File: config.mk
export PLATFORM = sky130hd
export DESIGN_NAME = axi_rdata_aligner
export DESIGN_NICKNAME = d
export VERILOG_FILES = /design/src/rtl/axi_rdata_aligner.sv
export SDC_FILE = /design/constraint.sdc
export NUM_CORES = 1
export LEC_CHECK = 0
export CORE_AREA = 4 4 193 270
export CTS_CLUSTER_DIAMETER = 60
export DETAILED_ROUTE_END_ITERATION = 12
export DIE_AREA = 0 0 197 274
export DONT_BUFFER_PORTS = 1
export GPL_TIMING_DRIVEN = 0
export PLACE_DENSITY = 0.59
export SYNTH_ARGS = -nofsm -noshare
export SYNTH_HDL_FRONTEND = slang
export SYNTH_SLANG_ARGS = --single-unit
File: constraint.sdc
create_clock -name clk -period 10.2 [get_ports clk]
set_input_delay 2.04 -clock clk [delete_from_list [all_inputs] [get_ports clk]]
set_output_delay 2.04 -clock clk [all_outputs]
set_load 0.05 [all_outputs]
File: src/rtl/axi_rdata_aligner.sv
// Realigns AXI read beats by the byte offset of the burst start address,
// popped once per burst from a low-address FIFO, so that word 0 starts at that byte.
module axi_rdata_aligner #(
    parameter int DATA_WIDTH = 128,
    parameter int OFS_WIDTH  = 4
) (
    input  logic                  clk,
    input  logic                  tb_rst,
    input  logic [OFS_WIDTH-1:0]  fifo_rd_data,
    input  logic                  fifo_empty,
    output logic                  fifo_rd_en,
    input  logic [DATA_WIDTH-1:0] s_rdata,
    input  logic                  s_rvalid,
    input  logic                  s_rlast,
    output logic                  s_rready,
    output logic [DATA_WIDTH-1:0] m_data,
    output logic                  m_valid,
    output logic                  m_last,
    input  logic                  m_ready,
    output logic [15:0]           bursts_done
);

    typedef enum logic [2:0] {
        IDLE  = 3'd0,
        POP   = 3'd1,
        LOAD  = 3'd2,
        FIRST = 3'd3,
        BURST = 3'd4,
        FLUSH = 3'd5
    } state_t;

    state_t                  state_reg;
    state_t                  state_next;
    logic [OFS_WIDTH-1:0]    ofs_reg;
    logic [DATA_WIDTH-1:0]   hold_reg;
    logic [DATA_WIDTH-1:0]   m_data_reg;
    logic                    m_valid_reg;
    logic                    m_last_reg;
    logic [15:0]             bursts_done_reg;

    logic                    out_free;
    logic                    beat_acc;
    logic                    beat_load;
    logic                    flush_load;
    logic                    rd_en_next;
    logic                    rready_next;
    logic [OFS_WIDTH+2:0]    shift_bits;
    logic [DATA_WIDTH-1:0]   aligned_beat;
    logic [DATA_WIDTH-1:0]   aligned_flush;

    // The output slot can take a new word when empty or being drained this cycle.
    assign out_free   = !m_valid_reg || m_ready;
    assign shift_bits = {ofs_reg, 3'b000};

    assign aligned_beat  = DATA_WIDTH'({s_rdata, hold_reg} >> shift_bits);
    assign aligned_flush = hold_reg >> shift_bits;

    always_ff @(posedge clk or posedge tb_rst) begin
        if (tb_rst) begin
            state_reg <= IDLE;
        end else begin
            state_reg <= state_next;
        end
    end

    always_comb begin
        state_next  = state_reg;
        rd_en_next  = 1'b0;
        rready_next = 1'b0;
        flush_load  = 1'b0;
        case (state_reg)
            IDLE: begin
                if (!fifo_empty) begin
                    rd_en_next = 1'b1;
                    state_next = POP;
                end
            end
            POP:   state_next = LOAD;
            LOAD:  state_next = FIRST;
            FIRST: begin
                rready_next = 1'b1;
                if (s_rvalid) begin
                    state_next = s_rlast ? FLUSH : BURST;
                end
            end
            BURST: begin
                rready_next = out_free;
                if (s_rvalid && out_free && s_rlast) begin
                    state_next = FLUSH;
                end
            end
            FLUSH: begin
                if (out_free) begin
                    flush_load = 1'b1;
                    state_next = IDLE;
                end
            end
            default: state_next = IDLE;
        endcase
    end

    // IDLE is the reset state, so the pop request must be masked while reset is held.
    assign fifo_rd_en = rd_en_next && !tb_rst;
    assign s_rready   = rready_next;
    assign beat_acc   = s_rvalid && rready_next;
    assign beat_load  = beat_acc && (state_reg == BURST);

    always_ff @(posedge clk or posedge tb_rst) begin
        if (tb_rst) begin
            ofs_reg         <= '0;
            hold_reg        <= '0;
            m_data_reg      <= '0;
            m_valid_reg     <= 1'b0;
            m_last_reg      <= 1'b0;
            bursts_done_reg <= '0;
        end else begin
            if (state_reg == POP) begin
                ofs_reg <= fifo_rd_data;
            end
            if (beat_acc) begin
                hold_reg <= s_rdata;
            end
            if (beat_load) begin
                m_data_reg  <= aligned_beat;
                m_valid_reg <= 1'b1;
                m_last_reg  <= 1'b0;
            end else if (flush_load) begin
                m_data_reg      <= aligned_flush;
                m_valid_reg     <= 1'b1;
                m_last_reg      <= 1'b1;
                bursts_done_reg <= bursts_done_reg + 16'd1;
            end else if (m_ready) begin
                m_valid_reg <= 1'b0;
                m_last_reg  <= 1'b0;
            end
        end
    end

    assign m_data      = m_data_reg;
    assign m_valid     = m_valid_reg;
    assign m_last      = m_last_reg;
    assign bursts_done = bursts_done_reg;

endmodule

Yosys cells after proc, flatten, opt, wreduce, memory -nomap -nowiden
Cells that the tools add are included.

Add/subtract/negate cells: 1. Equal/unequal tests: 9. Shift operators: 2. Muxes and demuxes: 17. Bitwise gates (word level): 1. Reductions and logical operators: 13.

Operators with widths (number): $mux 128 (2); $shr 256x7->128 (1); $shr 128x7->128 (1); $pmux 3 s6 (1); $add 16x1->16 const B (1); $mux 3 (4); $mux 1 (9); $ne 2x2->1 const B (4); $eq 3x2->1 const B (2); $eq 3x3->1 const B (2); $logic_and 1x1->1 (5); $reduce_and 4->1 (1); $eq 3x1->1 const B (1); $logic_not 3->1 (1); $reduce_bool 3->1 (1); $logic_not 1->1 (2); $pmux 1 s2 (1); $reduce_and 2->1 (1); $reduce_bool 2->1 (1); $logic_or 1x1->1 (1); $not 1->1 (1).

Flip-flop bits (word level): 281. Input bits: 138. Word-level logic and storage cells: 50.

Depth between registers and ports, before layout
Gate-level depths: netlist of the first run.

Word-level depth: 7. Gate-level depth with buffers: 10. Depth with buffers taken out: 5.

Worst setup path after synthesis of the first run
No wires, ideal clock.

Path kind: input -> output. From: in fifo_empty. To: out fifo_rd_en. Data arrival time: 3.593 ns. Required time: 8.160 ns. Setup slack: 4.567 ns. Cell stages on the path: 1. Path buffers: 0. Cells stage by stage: nor4_1.

Longest elaborated chain between the ends: 3.

Ends and longest elaborated chain: from (decl) (RTL line 10) `input logic fifo_empty,`; $mux 1 (RTL line 73) `if (!fifo_empty) begin`; $mux 1 (RTL line 71) `case (state_reg)`; $logic_and 1x1->1 (RTL line 103) `assign fifo_rd_en = rd_en_next && !tb_rst;`; to (decl) (RTL line 11) `output logic fifo_rd_en,`.

Every way passes these cells.

Worst setup path after layout of the first run
Ends and elaborated chain as after synthesis.

==> flow_metrics.py, run 1 <==
metrics = {
    "synth": {
        "netlist_top_cells_area": "dfrtp_1, mux4_2, mux2_2, mux2i_1, nand2_1",
        "synthArstFlopShare_pct": 100.0,
        "syn-num-nets": 1980,
        "synth.distinct_cells": 67,
        "synthMuxAreaShare_pct": 32.03,
        "synth_cells": 1841,
        "synth_edf_count": 0,
        "yosys.area_share.simple_pct": 10.42,
        "syn_area_um2": 19690,
        "synth-xor-area-share_pct": 0.6673,
        "synth_common_cells": "dfrtp_1, mux2_2, nand2_1",
        "synth_fa_ha_area_share_pct": 0.06356,
        "yosys_most_used_dff": "dfrtp_1",
        "synth_seq_cells": 281,
        "ys_seq_area_share_pct": 35.72,
        "yosys_warnings": 0,
        "synth_top_area_share_pct": 35.72,
        "synth_area_per_cell_um2": 10.69,
        "synth_top_family_by_area": "multiplexers",
        "synth-compound-area-share_pct": 16.15,
        "synth.most_common_cell": "dfrtp_1",
        "synth_largest_area_cell": "dfrtp_1",
    },
    "final_layout": {
        "finalNetCount": 2017,
        "design_area_um2": 21560,
        "stdcell_count": 2550,
        "n_fill_cell": 4849,
        "area_growth_syn_to_layout_pct": 9.502,
        "drive_gt1_share_pct": 26.61,
    },
    "setup_path": {
        "worstSetupStartpointType": "input port",
        "slowest_stage": "nor4_2",
        "crit_required_ns": 8.16,
        "worst-path-buf-inv": 0,
        "critical_path.cell_chain": "nor4_2",
        "worstPathArrival_ns": 3.05,
        "slowest_delay_ns": 1.00,
        "worstPathMaxFanout": 2,
        "r2r_slack_ns": 6.46,
        "end_kind": "output pin",
        "worstSetupPathType": "in2out",
        "cp_top_family": "simple AND/OR/NAND/NOR gates",
    },
    "clock_network": {
        "cts_buffers": 29,
        "cts_tree": "yes",
        "cts_max_level": 1,
        "cts_hold_buf": 0,
        "cts_sinks": 281,
        "cts.clk_slew.worst_paths_ns": 0.07,
        "cts_root_buffer": "clkbuf_16",
        "cts_setup_buffers": 0,
        "clock_latency_ns": 0.60,
        "ctsResizeCount": 0,
        "clockBufferDepth": 3,
    },
    "outcome": {
        "outcome": "complete, but fails checks",
        "violations": "max-capacitance violations, max-slew violations",
    },
    "die": {
        "coreArea_um2": 49760,
        "die_x_um": 197,
        "dieArea_um2": 53980,
        "ios": 286,
        "rows": 97,
        "start_util_pct": 39.56,
        "die_h_um": 274,
    },
    "sta": {
        "totalNegativeSetupSlack_ns": 0,
        "fmax_mhz": 196.6,
        "slew_viol_final": 3,
        "whs_ns": 0.5120,
        "maxSlewHeadroom_pct": -4.827,
        "rsz0062_at_grt": "false",
        "fin_skew_ns": 0.02189,
        "fin_crit_ns": 5.086,
        "worst_slew_pin_slew_ns": 1.556,
        "finalHoldViolCount": 0,
        "period_share_pct": 49.86,
        "setup_violations": 0,
    },
    "place": {
        "place_hpwl_um": 106200,
        "place_area_um2": 20590,
        "port_buffers": 0,
        "place_congestion": 1.117,
        "place_inst": 2490,
    },
    "route": {
        "wl_per_cell_um": 50.39,
        "drt_iter0_drc": 2712,
        "ant_nets": 0,
        "vias_per_cell": 7.357,
        "num_vias": 18760,
        "drc_errors": 0,
        "wirelength_um": 128500,
        "firstDrtPassIters": 9,
    },
    "global_route": {
        "antenna_found_initial": 5,
        "grt_max_degree": 105,
        "grt_usage_pct": 46.12,
        "grt_pass1_vias": 18320,
        "overflow": 0,
        "grt_pass1_wl_um": 168700,
    },
    "min_path": {
        "hp-class": "reg2reg",
    },
    "flow_run": {
        "drv_cap": 1,
    },
}
kinds of logic after synthesis:
group,Yosys count
multiplexers,470
AO/OA/AOI/OAI,448
AND/OR/NAND/NOR,439
flip-flops,281
buffers and inverters,187
XOR/XNOR,15
adder cells (fa/ha/maj),1
final cells by class:
| type | count | area (um^2) | area share [%] |
|---|---|---|---|
| Multi-Input combinational cell | 1373 | 11690 | 54.21 |
| Sequential cell | 281 | 7032 | 32.62 |
| Timing Repair Buffer | 6 | 81.33 | 0.3773 |
| Antenna cell | 9 | 22.52 | 0.1045 |
| Tap cell | 643 | 804.5 | 3.732 |
| Inverter | 6 | 30.03 | 0.1393 |
| Clock buffer | 37 | 795.8 | 3.691 |
| Clock inverter | 14 | 152.6 | 0.7081 |
| Buffer | 181 | 953.4 | 4.423 |
per-layer routing:
layer / share of wire [%] / up-vias / wire length, um / global-route usage [%]
met5: 0.011 / - / 14 / 0
met3: 11 / 414 / 14390 / 12.78
met2: 43 / 1563 / 55450 / 69.59
li1: - / 7181 / - / -
met4: 10 / 2 / 13100 / 35.03
met1: 35 / 9600 / 45530 / 55.75
metrics by stage:
stage	worst slack (ns)	utilization, %
6_report	5.114	43.32
5_1_grt	5.099	43.30
4_1_cts	5.117	43.28
3_5_place_dp	5.120	41.37
3_3_place_gp	-2.541	41.18
2_1_floorplan	0.4095	-
worst paths after layout:
kind,start,to,depth (start not counted)
hold reg to reg,hold_reg[0]$_DFFE_PP0N_,hold_reg[0]$_DFFE_PP0N_,1
setup reg to reg,ofs_reg[0]$_DFFE_PP0P_,m_data[24]$_DFFE_PP0P_,8
max in group asynchronous,tb_rst,hold_reg[44]$_DFFE_PP0N_,2
hold / removal,hold_reg[0]$_DFFE_PP0N_,hold_reg[0]$_DFFE_PP0N_,1
setup / recovery,fifo_empty,fifo_rd_en,1
min in group asynchronous,tb_rst,state_reg[1]$_DFFE_PP0P_,1
layout by cell type, fill, tap and decap left out, drive strengths merged, types with 15 or more instances in the layout:
cell,instances
dfrtp,281
mux2,209
nand2,195
mux2i,154
buf,126
mux4,107
nor2,101
clkbuf,98
a21oi,77
o21ai,68
a221o,55
o22ai,45
o211ai,35
a31oi,34
nor3,24
o221ai,23
a211oi,20
nand2b,19
and3,19
a21o,18
and2,16
nand3,15
o32a,15
Power of run 1 is not shown: default switching activity piles up to over one toggle a cycle in this logic, so the estimate is an artifact.
==> inputs of run 2 (changes only) <==
--- a/config.mk
+++ b/config.mk
@@ -11,7 +11,7 @@
 export DIE_AREA = 0 0 197 274
 export DONT_BUFFER_PORTS = 1
 export GPL_TIMING_DRIVEN = 0
-export PLACE_DENSITY = 0.59
+export PLACE_DENSITY = 0.57
 export SYNTH_ARGS = -nofsm -noshare
 export SYNTH_HDL_FRONTEND = slang
 export SYNTH_SLANG_ARGS = --single-unit
==> constraint.sdc (replaced) <==
create_clock -name clk -period 4.7 [get_ports clk]
set_input_delay 0.94 -clock clk [delete_from_list [all_inputs] [get_ports clk]]
set_output_delay 0.94 -clock clk [all_outputs]
set_load 0.05 [all_outputs]
==> run 2 against run 1 <==
  * The run still ends with max-capacitance violations, max-slew violations left
  * Critical path depth rose by 7
  * Worst setup slack got worse by 4.2 ns
  * Die area did not move
  * Utilization rose by 0.24 points
  * Worst hold slack got worse by 0.31 ns
  * Non-clock buffer count rose by 3
  * Cell area rose by 0.56%
  * Clock skew fell by 0.0041 ns
  * Critical path type is now reg2reg
==> flow_metrics.py, run 2 (same netlist as run 1, synthesis figures left out) <==
metrics = {
    "setup_path": {
        "worstSetupPathType": "reg2reg",
        "rr_worst_depth": 8,
        "worstPathMaxFanout": 10,
        "worstSetupStartpointType": "register",
        "crit_required_ns": 5.18,
        "worstPathArrival_ns": 4.27,
        "end_kind": "register",
        "r2r_slack_ns": 0.91,
        "worstReg2RegEnd": "m_data[15]$_DFFE_PP0P_",
        "r2r-start": "ofs_reg[2]$_DFFE_PP0P_",
    },
    "sta": {
        "fin_crit_ns": 3.791,
        "worst_slew_pin_slew_ns": 1.554,
        "setup_violations": 0,
        "maxSlewHeadroom_pct": -4.693,
        "totalNegativeSetupSlack_ns": 0,
        "fin_skew_ns": 0.01776,
        "slew_viol_final": 5,
        "period_share_pct": 80.65,
        "finalHoldViolCount": 0,
        "fmax_mhz": 263.8,
        "rsz0062_at_grt": "false",
    },
    "route": {
        "wl_per_cell_um": 49.36,
        "drt_iter0_drc": 2815,
        "drc_errors": 0,
        "wirelength_um": 126400,
        "vias_per_cell": 7.342,
        "firstDrtPassIters": 6,
        "num_vias": 18800,
        "ant_nets": 0,
    },
    "die": {
        "coreArea_um2": 49760,
        "die_x_um": 197,
        "start_util_pct": 39.56,
        "dieArea_um2": 53980,
        "ios": 286,
        "rows": 97,
        "die_h_um": 274,
    },
    "flow_run": {
        "drv_cap": 1,
    },
    "global_route": {
        "overflow": 0,
        "grt_max_degree": 44,
        "antenna_found_initial": 8,
        "grt_pass1_vias": 18100,
        "grt_usage_pct": 45.28,
        "grt_pass1_wl_um": 166500,
    },
    "clock_network": {
        "ctsResizeCount": 0,
        "cts_sinks": 281,
        "cts_hold_buf": 0,
        "clock_latency_ns": 0.60,
        "cts_root_buffer": "clkbuf_16",
        "cts_max_level": 1,
        "cts_tree": "yes",
        "cts.clk_slew.worst_paths_ns": 0.07,
        "clockBufferDepth": 3,
        "cts_buffers": 30,
        "cts_setup_buffers": 0,
    },
    "place": {
        "place_hpwl_um": 104100,
        "place_congestion": 1.176,
        "place_inst": 2493,
        "port_buffers": 0,
    },
    "final_layout": {
        "area_growth_syn_to_layout_pct": 10.12,
        "drive_gt1_share_pct": 26.72,
        "stdcell_count": 2561,
        "layout_commonest_cell": "dfrtp_1",
        "finalNetCount": 2021,
        "mostFrequentLayoutCells": "dfrtp_1, mux2_2, nand2_1, mux2i_1, mux4_2",
    },
    "outcome": {
        "outcome": "complete, but fails checks",
        "violations": "max-capacitance violations, max-slew violations",
    },
    "min_path": {
        "hp-class": "in2async",
    },
}
## run 2: changes by cell type in the layout (fill, tap and decap cells not counted), sizes merged
cell	previous run	this run
buf	126	129
clkinv	8	9
clkinvlp	4	3
clkbuf	98	102
diode	9	13
## run 2: per-stage QoR
stage          cell area, um^2  setup WS (ns)  util, %  hold WS, ns
6_report                 21680         0.9093    43.57       0.2025
5_1_grt                  21670          1.021    43.54       0.2284
4_1_cts                  21650          1.059    43.50       0.1897
3_5_place_dp             20650          1.121    41.50       0.4924
3_3_place_gp             20490         -1.463    41.19       0.4837
2_1_floorplan            19690        0.03870        -       0.4747
## run 2: layout make-up
type,count,area (um^2)
Fill cell,4859,28080
Multi-Input combinational cell,1373,11690
Sequential cell,281,7032
Buffer,181,953.4
Clock buffer,41,843.3
Tap cell,643,804.5
Timing Repair Buffer,9,151.4
Clock inverter,14,150.1
Antenna cell,13,32.53
Inverter,6,26.28
## run 2: worst max-delay path by stage
stage / endpoint / from / depth (start not counted) / slack (ns)
after floorplan: bursts_done[0]$_DFFE_PP0P_ / tb_rst / 1 / 0.04
after global placement: hold_reg[14]$_DFFE_PP0N_ / tb_rst / 1 / -1.46
after detailed placement: m_data[94]$_DFFE_PP0P_ / m_ready / 7 / 1.12
after CTS: fifo_rd_en / state_reg[1]$_DFFE_PP0P_ / 5 / 1.06
after global routing: fifo_rd_en / state_reg[1]$_DFFE_PP0P_ / 5 / 1.02
final: m_data[15]$_DFFE_PP0P_ / ofs_reg[2]$_DFFE_PP0P_ / 8 / 0.91
## run 2: routing by layer
metal | wire (um) | GRT usage, % | vias to the layer above
met2 | 53320 | 66.72 | 1663
met1 | 44080 | 54.18 | 9501
met3 | 14990 | 14.45 | 431
met5 | 0 | 0 | -
li1 | - | - | 7209
met4 | 14020 | 36.09 | 0
## run 2: worst max-delay path: stages (launching register included)
cell and delay, ns:
dfrtp_1 0.36, buf_4 0.21, inv_2 0.26, buf_2 0.32
buf_2 0.37, buf_2 0.52, mux2i_1 1.02, o22ai_1 0.34
a21o_1 0.24
Power of run 2 is left out for the same reason.
